<file path="src/rtl/p_mult_pkg.sv">
// p_mult_pkg: shared constants, stage sideband and the accumulate
// overflow rule for the pipelined multiply-accumulate unit.
package p_mult_pkg;

    localparam int WIDTH_DEF = 8;
    localparam int LAT_DEF   = 3;
    localparam int ACC_DEF   = 20;

    typedef struct packed {
        logic valid;
        logic sgn;
        logic clr;
    } side_t;

    // Signed: like-signed addends yielding an unlike sign. Unsigned: carry out.
    function automatic logic add_ovf(
        input logic sgn,
        input logic a_msb,
        input logic b_msb,
        input logic s_msb,
        input logic carry
    );
        logic r;
        if (sgn)
            r = (a_msb == b_msb) && (s_msb != a_msb);
        else
            r = carry;
        return r;
    endfunction

endpackage

</file>
<file path="src/rtl/p_mult_stage.sv">
// p_mult_stage: one enable-gated product register stage carrying
// data plus its sideband, cleared asynchronously.
module p_mult_stage
    import p_mult_pkg::*;
#(
    parameter int DW = 16
) (
    input  logic          clk,
    input  logic          reset,
    input  logic          en,
    input  logic [DW-1:0] d,
    input  side_t         sd,
    output logic [DW-1:0] q,
    output side_t         sq
);

    always_ff @(posedge clk or negedge reset) begin
        if (!reset) begin
            q  <= '0;
            sq <= '0;
        end else if (en) begin
            q  <= d;
            sq <= sd;
        end
    end

endmodule

</file>
<file path="src/rtl/p_mac_pipe.sv">
// p_mac_pipe: pipelined signed/unsigned multiply-accumulate with a
// valid/ready handshake and a single global stall.
module p_mac_pipe
    import p_mult_pkg::*;
#(
    parameter int WIDTH        = WIDTH_DEF,
    parameter int MULT_LATENCY = LAT_DEF,
    parameter int ACC_WIDTH    = ACC_DEF
) (
    input  logic                 clk,
    input  logic                 reset,
    input  logic                 in_valid,
    output logic                 in_ready,
    input  logic [WIDTH-1:0]     dataa,
    input  logic [WIDTH-1:0]     datab,
    input  logic                 in_signed,
    input  logic                 in_clr,
    output logic                 out_valid,
    input  logic                 out_ready,
    output logic [ACC_WIDTH-1:0] res,
    output logic                 res_ovf
);

    localparam int PW = 2 * WIDTH;
    localparam logic [ACC_WIDTH-1:0] HI_MASK =
        ~((ACC_WIDTH'(1) << PW) - ACC_WIDTH'(1));

    logic adv;

    assign adv      = !(out_valid && !out_ready);
    assign in_ready = adv;

    logic [WIDTH-1:0] a0;
    logic [WIDTH-1:0] b0;
    side_t            s0;

    always_ff @(posedge clk or negedge reset) begin
        if (!reset) begin
            a0 <= '0;
            b0 <= '0;
            s0 <= '0;
        end else if (adv) begin
            a0 <= dataa;
            b0 <= datab;
            s0 <= '{valid: in_valid, sgn: in_signed, clr: in_clr};
        end
    end

    // Extending to 2*WIDTH and keeping the low half is exact for both modes.
    logic [PW-1:0] ax;
    logic [PW-1:0] bx;
    logic [PW-1:0] prod;

    assign ax   = {{WIDTH{s0.sgn & a0[WIDTH-1]}}, a0};
    assign bx   = {{WIDTH{s0.sgn & b0[WIDTH-1]}}, b0};
    assign prod = ax * bx;

    logic [PW-1:0] pd [MULT_LATENCY+1];
    side_t         ps [MULT_LATENCY+1];

    assign pd[0] = prod;
    assign ps[0] = s0;

    for (genvar i = 0; i < MULT_LATENCY; i++) begin : g_prod
        p_mult_stage #(
            .DW(PW)
        ) u_stage (
            .clk  (clk),
            .reset(reset),
            .en   (adv),
            .d    (pd[i]),
            .sd   (ps[i]),
            .q    (pd[i+1]),
            .sq   (ps[i+1])
        );
    end

    logic [PW-1:0]        pl;
    side_t                sl;
    logic [ACC_WIDTH-1:0] ext;
    logic [ACC_WIDTH:0]   sum;
    logic                 ovf;

    assign pl  = pd[MULT_LATENCY];
    assign sl  = ps[MULT_LATENCY];
    assign ext = ACC_WIDTH'(pl)
               | ((sl.sgn && pl[PW-1]) ? HI_MASK : '0);
    assign sum = {1'b0, res} + {1'b0, ext};
    assign ovf = add_ovf(sl.sgn, res[ACC_WIDTH-1], ext[ACC_WIDTH-1],
                         sum[ACC_WIDTH-1], sum[ACC_WIDTH]);

    always_ff @(posedge clk or negedge reset) begin
        if (!reset) begin
            out_valid <= 1'b0;
            res       <= '0;
            res_ovf   <= 1'b0;
        end else if (adv) begin
            out_valid <= sl.valid;
            if (sl.valid) begin
                res     <= sl.clr ? ext : sum[ACC_WIDTH-1:0];
                res_ovf <= !sl.clr && ovf;
            end
        end
    end

endmodule

</file>
<file path="config.mk">
export PLATFORM = sky130hd
export DESIGN_NAME = p_mac_pipe
export DESIGN_NICKNAME = d
export VERILOG_FILES = /design/src/rtl/p_mult_pkg.sv /design/src/rtl/p_mult_stage.sv /design/src/rtl/p_mac_pipe.sv
export SDC_FILE = /design/constraint.sdc
export NUM_CORES = 1
export LEC_CHECK = 0
export ABC_CLOCK_PERIOD_IN_PS = 14900
export CAP_MARGIN = 10
export CELL_PAD_IN_SITES_DETAIL_PLACEMENT = 1
export CELL_PAD_IN_SITES_GLOBAL_PLACEMENT = 2
export CORE_UTILIZATION = 41
export DETAILED_ROUTE_END_ITERATION = 12
export GPL_ROUTABILITY_DRIVEN = 0
export PLACE_DENSITY = 0.84
export SYNTH_ARGS = -nofsm -noshare
export SYNTH_HDL_FRONTEND = slang
export SYNTH_SLANG_ARGS = --single-unit
</file>
<file path="constraint.sdc">
create_clock -name clk -period 14.9 [get_ports clk]
set_input_delay 3.725 -clock clk [delete_from_list [all_inputs] [get_ports clk]]
set_output_delay 3.725 -clock clk [all_outputs]
set_load 0.1 [all_outputs]
</file>
Word level (Yosys, flattened, before mapping) --
Index checks and enable logic that the tools add are counted. Widths: inputs -> output; s select.
Word-level totals: register bits after elaboration 98, bits of input ports 22, word-level logic and storage cells 39
Cells by class: add/sub/neg operators 1, $mul 1, equal/unequal tests 2, muxes and demuxes 3, bitwise gates (word level) 4, reduce and logical (&&, ||, !) cells 8
Operators with widths (number):
- $mux 20 | 2
- $add 20x20->21 | 1
- $or 16x20->20 | 1
- $mul 9x9->16 | 1
- $logic_and 1x1->1 | 4
- $logic_not 1->1 | 3
- $and 1x1->1 | 2
- $reduce_and 2->1 | 1
- $eq 1x1->1 | 1
- $mux 1 | 1
- $ne 1x1->1 | 1
- $not 1->1 | 1

Logic depth before layout (Yosys ltp) --
Gate-level depths: netlist of the first run.
depth after elaboration 8, depth in mapped cells 21, depth with buffers taken out 20

Hierarchy --
From an unflattened synthesis of the first run, not the netlist that was laid out.
Unflattened totals: cells, all modules 726, area, all modules 7783.7 um2
Modules (own cells, without submodules):
- p_mac_pipe | times used 1, cells an instance 606, area each 5509.0 um2
- p_mult_stage | times used 3, cells an instance 40, area each 758.2 um2

Worst setup path before layout of the first run --
Ideal clock, no wire load.
kind input port to output port, from input out_ready, to output in_ready, arrival time 5.157 ns, required time 11.175 ns, slack 6.018 ns, cell stages on the path 4, buffers on the path 2, cell sequence nor2b_1 -> inv_1 -> clkbuf_1 -> clkbuf_1
On the way: longest elaborated chain between the ends 3
RTL lines:
- start, declared | RTL line p_mac_pipe.sv:19 | input logic out_ready,
- $logic_not 1->1 | RTL line p_mac_pipe.sv:30 | assign adv = !(out_valid && !out_ready);
- $logic_and 1x1->1 | RTL line p_mac_pipe.sv:30
- $logic_not 1->1 | RTL line p_mac_pipe.sv:30
- end, declared | RTL line p_mac_pipe.sv:13 | output logic in_ready,
No other way between the ends.

Worst setup path in the final report of the first run --
Same ends and word-level chain as after synthesis.

==> flow_metrics.env, run 1 <==
export IMPL_dr_pass1_iters=4
export IMPL_cts_repair_resized=0
export IMPL_layout_nets=1029
export IMPL_place_area_um2=8078
export IMPL_path_clk_slew_ns=0.07
export IMPL_antenna_found_initial=0
export IMPL_rsz0062_at_grt="no"
export IMPL_max_slew_margin=0.3126
export IMPL_timing_hold_ws_ns=0.4663
export IMPL_drv_slew=0
export IMPL_antenna_left=0
export IMPL_boundaryPins=45
export IMPL_cts_setup_buffers=0
export IMPL_die_w_um=136.9
export IMPL_cts_htree_levels=3
export IMPL_synth_top_area_cell="dfrtp_1"
export IMPL_diodes=0
export IMPL_fill_cells=2108
export IMPL_gr_total_overflow=0
export IMPL_synth_seq_cells=98
export IMPL_cts_tree="yes"
export IMPL_hpwl_um=12500
export IMPL_syn_cell_area_um2=7460
export IMPL_finalCritPeriodShare=0.6221
export IMPL_core_area_um2=17540
export IMPL_finalSetupViolCount=0
export IMPL_fin_tns_setup_ns=0
export IMPL_drc=0
export IMPL_min_period_ns=9.269
export IMPL_synth_nets=1008
export IMPL_arrival_ns=5.54
export IMPL_start_util=0.4254
export IMPL_vias=5702
export IMPL_synthFlopType="dfrtp_1"
export IMPL_clock_latency_ns=0.35
export IMPL_wl_per_cell_um=14.88
export IMPL_cp_start_kind="input pin"
export IMPL_std_cell_rows=48
export IMPL_clock_fmax_mhz=107.9
export IMPL_die_area_um2=18740
export IMPL_drt_wl_total_um=16660
export IMPL_syn_area_per_cell_um2=8.584
export IMPL_synth_commonest_cells="nand2_1, dfrtp_1, inv_1, fa_1, ha_1"
export IMPL_grtUsageTotal=0.1946
export IMPL_synth_area_leaders="dfrtp_1, fa_1, nand2_1, ha_1, inv_1"
export IMPL_synth_most_common_cell="nand2_1"
export IMPL_drt_iter0_drc=130
export IMPL_grt_max_degree=84
export IMPL_synth_edf_count=0
export IMPL_critPathKind="in2out"
export IMPL_ys_warn_count=0
export IMPL_areaGrowthSynthToFinish_pct=12.56
export IMPL_ys_types=50
export IMPL_grt_pass1_wl_um=28640
export IMPL_fin_cells=1120
export IMPL_worstMarginPinSlew_ns=1.031
export IMPL_synth_cells=869
export IMPL_seq_area_frac_synth=0.3287
export IMPL_die_h_um=136.9
export IMPL_port_buffers=44
export IMPL_placed_cells=1104
export IMPL_max_cap_violations=0
export IMPL_drive_gt1_frac=0.03240
export IMPL_cts_buffer_depth=2
export IMPL_clkSinkCount=98
export IMPL_numCtsBuffers=9
export IMPL_cts_root_buf="clkbuf_16"
export IMPL_grt_pass1_vias=5991
export IMPL_postCtsHoldBufs=0
export IMPL_critPathMaxFanout=12
export IMPL_yosysTopAreaCellShare=0.3287
export IMPL_synthArstFlopShare=1.000
export IMPL_post_drt_via_cell_ratio=5.091
export IMPL_finClkSkew_ns=0.01068
export IMPL_outcome="finished clean"
export IMPL_finalHoldViolCount=0
export IMPL_fin_area_um2=8397
export IMPL_cp_data_required_time_ns=11.18
export IMPL_end_kind="output pin"
export IMPL_hold_class="reg2reg"
-- final timing paths --
kind                                         from                                  end  slack (ns)  cells after the start
max in group asynchronous                   reset                    a0[6]$_DFFE_PN0N_       10.34                      2
worst min-delay path            ps[9]$_DFFE_PN0N_                    ps[9]$_DFFE_PN0N_        0.47                      2
worst min register to register  ps[9]$_DFFE_PN0N_                    ps[9]$_DFFE_PN0N_        0.47                      2
min in group asynchronous                   reset                  res[18]$_DFFE_PN0P_        3.24                      1
worst max register to register  b0[7]$_DFFE_PN0N_  g_prod[0].u_stage.q[15]$_DFFE_PN0N_        8.92                     18
worst max-delay path                    out_ready                             in_ready        5.63                      4
-- logic make-up after synthesis --
kind of cell | synth area share
and+or+nand+nor | 0.2186
buffers and inverters | 0.06692
AOI/OAI and AO/OA | 0.09762
adders and majority gates | 0.2607
DFF | 0.3287
xor gates and xnor gates | 0.02348
muxes | 0.004026
-- per-stage QoR --
step	utilization	worst slack, ns
after floorplan	-	6.018
after global placement	0.4606	5.617
after detailed placement	0.4606	5.617
after CTS	0.4788	5.609
after global routing	0.4788	5.572
final	0.4788	5.631
-- cell usage in the layout, fill, tap and decap left out, types with 5 or more instances in the layout --
cell	synthesis	layout
xnor2_1	16	16
nand3_1	14	14
nor2b_1	7	6
inv_1	93	92
nor3_1	10	10
o21a_1	10	10
and2_1	36	36
a31oi_1	5	5
nand2_1	263	263
and3_1	5	5
nor2_1	32	32
a21oi_1	33	33
ha_1	53	53
clkbuf_16	0	9
fa_1	64	64
clkdlybuf4s50_1	0	43
buf_4	0	6
o21ai_0	30	30
dfrtp_1	98	98
-- worst max-delay path: stages --
cell             delay, ns
clkdlybuf4s50_1       0.45
nor2b_4               0.33
inv_2                 0.07
clkdlybuf4s50_1       0.97
-- sequential cells by signal (all words and copies together) (netlist names) --
register           count
b0                     8
g_prod.u_stage.sq      9
out_valid              1
g_prod.u_stage.q      48
ps                     3
a0                     8
res                   20
res_ovf                1
-- final cells by class --
class	instances	area, µm²	share of cell area
Timing Repair Buffer	49	475.5	0.05662
Clock inverter	6	90.09	0.01073
Multi-Input combinational cell	638	4516	0.5378
Clock buffer	10	229.0	0.02727
Sequential cell	98	2452	0.2921
Inverter	94	352.8	0.04202
Tap cell	225	281.5	0.03353
-- routing by layer --
layer / global-route usage / vias up / share of wire
met3: 0.02778 / 16 / 0.020
met1: 0.2388 / 2828 / 0.45
li1: - / 2804 / -
met5: 0 / - / 0
met2: 0.3573 / 54 / 0.52
met4: 0.04701 / 0 / 0.011
Power of run 1 is not shown: default switching activity piles up to over one toggle a cycle in this logic, so the estimate is an artifact.
==> run 2, diff against run 1 <==
--- a/config.mk
+++ b/config.mk
@@ -5,14 +5,14 @@
 export SDC_FILE = /design/constraint.sdc
 export NUM_CORES = 1
 export LEC_CHECK = 0
-export ABC_CLOCK_PERIOD_IN_PS = 14900
+export ABC_CLOCK_PERIOD_IN_PS = 8700
 export CAP_MARGIN = 10
 export CELL_PAD_IN_SITES_DETAIL_PLACEMENT = 1
 export CELL_PAD_IN_SITES_GLOBAL_PLACEMENT = 2
-export CORE_UTILIZATION = 41
+export CORE_UTILIZATION = 38
 export DETAILED_ROUTE_END_ITERATION = 12
 export GPL_ROUTABILITY_DRIVEN = 0
-export PLACE_DENSITY = 0.84
+export PLACE_DENSITY = 0.79
 export SYNTH_ARGS = -nofsm -noshare
 export SYNTH_HDL_FRONTEND = slang
 export SYNTH_SLANG_ARGS = --single-unit
==> constraint.sdc (replaced) <==
create_clock -name clk -period 8.7 [get_ports clk]
set_input_delay 2.175 -clock clk [delete_from_list [all_inputs] [get_ports clk]]
set_output_delay 2.175 -clock clk [all_outputs]
set_load 0.1 [all_outputs]
==> run 2 against run 1 <==
- core utilization shrank 3.4 points
- final area up 0.48%
- final cell count rose by 3.0%
- worst setup slack got worse by 3.4 ns
- global-route usage decreased by 0.87 points
- flip-flop and latch count unchanged
- non-clock buffer count unchanged
- die area increased by 7.8%
- sequential share of layout area shrank 0.14 points
- clock-buffer cell count decreased by 1
- worst hold slack gained 0.00078 ns
- register-to-register slack worse by 6.2 ns
==> flow_metrics.env, run 2 (same netlist as run 1, synthesis figures left out) <==
export IMPL_cts_tree="yes"
export IMPL_start_util=0.3935
export IMPL_rr_endpoint="g_prod[0].u_stage.q[15]$_DFFE_PN0N_"
export IMPL_drt_iter0_drc=163
export IMPL_drive_gt1_frac=0.03244
export IMPL_std_cell_rows=50
export IMPL_reg2reg_slack_ns=2.76
export IMPL_finalSetupViolCount=0
export IMPL_max_cap_violations=0
export IMPL_diodes=0
export IMPL_worstRegToRegCells=18
export IMPL_areaGrowthSynthToFinish_pct=13.10
export IMPL_gr_usage_met2=0.3279
export IMPL_hold_class="reg2reg"
export IMPL_largest_registers="g_prod.u_stage.q x48, res x20, g_prod.u_stage.sq x9"
export IMPL_clkSinkCount=98
export IMPL_drv_slew=0
export IMPL_die_w_um=142.1
export IMPL_die_h_um=142.1
export IMPL_cts_root_buf="clkbuf_16"
export IMPL_finalCritPeriodShare=0.7398
export IMPL_arrival_ns=4.26
export IMPL_postCtsHoldBufs=0
export IMPL_ff_latch_area_um2=2452
export IMPL_largest_register="g_prod.u_stage.q"
export IMPL_fin_cells=1154
export IMPL_clock_fmax_mhz=155.4
export IMPL_mostFrequentLayoutCells="nand2_1, dfrtp_1, inv_1, fa_1, ha_1"
export IMPL_layout_nets=1029
export IMPL_gr_total_overflow=0
export IMPL_rsz0062_at_grt="no"
export IMPL_path_clk_slew_ns=0.07
export IMPL_r2r_start="ps[10]$_DFFE_PN0N_"
export IMPL_port_buffers=44
export IMPL_path_cells="clkdlybuf4s50_1 > nor2b_4 > inv_2 > clkdlybuf4s50_1"
export IMPL_grt_max_degree=77
export IMPL_worstMarginPinSlew_ns=0.9777
export IMPL_cts_buffer_depth=2
export IMPL_cts_setup_buffers=0
export IMPL_critPathTopFamily="buffers and inverters"
export IMPL_cts_repair_resized=0
export IMPL_path_buf_inv=3
export IMPL_fill_cells=2262
export IMPL_multi_input_area_um2=4516
export IMPL_slowest_stage="clkdlybuf4s50_1"
export IMPL_numCtsBuffers=9
export IMPL_cpMostUsedCell="clkdlybuf4s50_1"
export IMPL_clock_latency_ns=0.35
export IMPL_timing_hold_ws_ns=0.4670
export IMPL_finalHoldViolCount=0
export IMPL_busiest_layer="met2"
export IMPL_post_route_util=0.4451
export IMPL_grtUsageTotal=0.1859
export IMPL_min_path_cells=2
export IMPL_startpoint="out_ready"
export IMPL_max_slew_margin=0.3461
export IMPL_outcome="finished clean"
export IMPL_finClkSkew_ns=0.006940
export IMPL_grtUsageMet3=0.02423
export IMPL_dr_pass1_iters=4
export IMPL_hold_end="g_prod[1].u_stage.q[11]$_DFFE_PN0N_"
export IMPL_cp_data_required_time_ns=6.53
export IMPL_end_kind="output pin"
export IMPL_vias=5667
export IMPL_boundaryPins=45
export IMPL_final_common_cell="nand2_1"
export IMPL_hpwl_um=12700
export IMPL_critPathKind="in2out"
export IMPL_cp_start_kind="input pin"
export IMPL_post_drt_via_cell_ratio=4.911
export IMPL_largest_register_ffs=48
export IMPL_antenna_found_initial=0
export IMPL_critPathMaxFanout=25
export IMPL_min_period_ns=6.436
export IMPL_die_area_um2=20200
export IMPL_core_area_um2=18960
export IMPL_wl_per_cell_um=14.67
export IMPL_antenna_left=0
export IMPL_grt_pass1_wl_um=29930
export IMPL_max_stage_delay_ns=1.22
export IMPL_min_from="g_prod[1].u_stage.q[11]$_DFFE_PN0N_"
export IMPL_cts_htree_levels=3
export IMPL_grt_pass1_vias=6161
export IMPL_grtUsageMet1=0.2388
export IMPL_fin_tns_setup_ns=0
export IMPL_drt_wl_total_um=16930
export IMPL_placed_cells=1139
export IMPL_drc=0
-- run 2: changes by cell type in the layout (fill, tap and decap cells not counted), sizes merged --
cell	previous run	this run
clkbuf	10	9
clkinvlp	1	0
inv	94	95
-- run 2: worst max path at each step --
stage	endpoint	slack [ns]	cells after the start
detailed placement	in_ready	2.25	4
CTS	in_ready	2.25	4
finish	in_ready	2.26	4
global placement	in_ready	2.25	4
global route	in_ready	2.19	4
floorplan	in_ready	2.92	4
-- run 2: worst reg2reg max path, stage by stage, from the launching register on --
cell      delay, ns
dfrtp_1        0.55
nand2_1        0.30
or2_2          0.38
fa_1           0.51
fa_1           0.54
inv_1          0.05
fa_1           0.50
fa_1           0.54
inv_1          0.05
fa_1           0.49
inv_1          0.04
ha_1           0.30
o21ai_1        0.12
a21boi_0       0.14
o21ai_0        0.26
a21boi_1       0.16
o2111a_1       0.27
o21ai_0        0.14
or3b_2         0.45
-- run 2: metrics by stage --
stage	setup WS (ns)	area (µm²)
after floorplan	2.918	7460
after global placement	2.255	8122
after detailed placement	2.252	8122
after CTS	2.249	8437
after global routing	2.193	8437
final	2.264	8437
-- run 2: cell type report --
cell class / instances / share of cell area
repair buffers: 49 / 0.05635
flip-flops and latches: 98 / 0.2907
clock inverters: 6 / 0.01068
well taps: 260 / 0.03856
multi-input cells: 638 / 0.5352
inverters: 94 / 0.04182
clock buffers: 9 / 0.02669
-- run 2: metal layers --
layer	wire [µm]	part of all wire
met5	0	0
met4	208	0.012
met3	323	0.019
met2	8428	0.50
met1	7972	0.47
Power of run 2 is left out for the same reason.
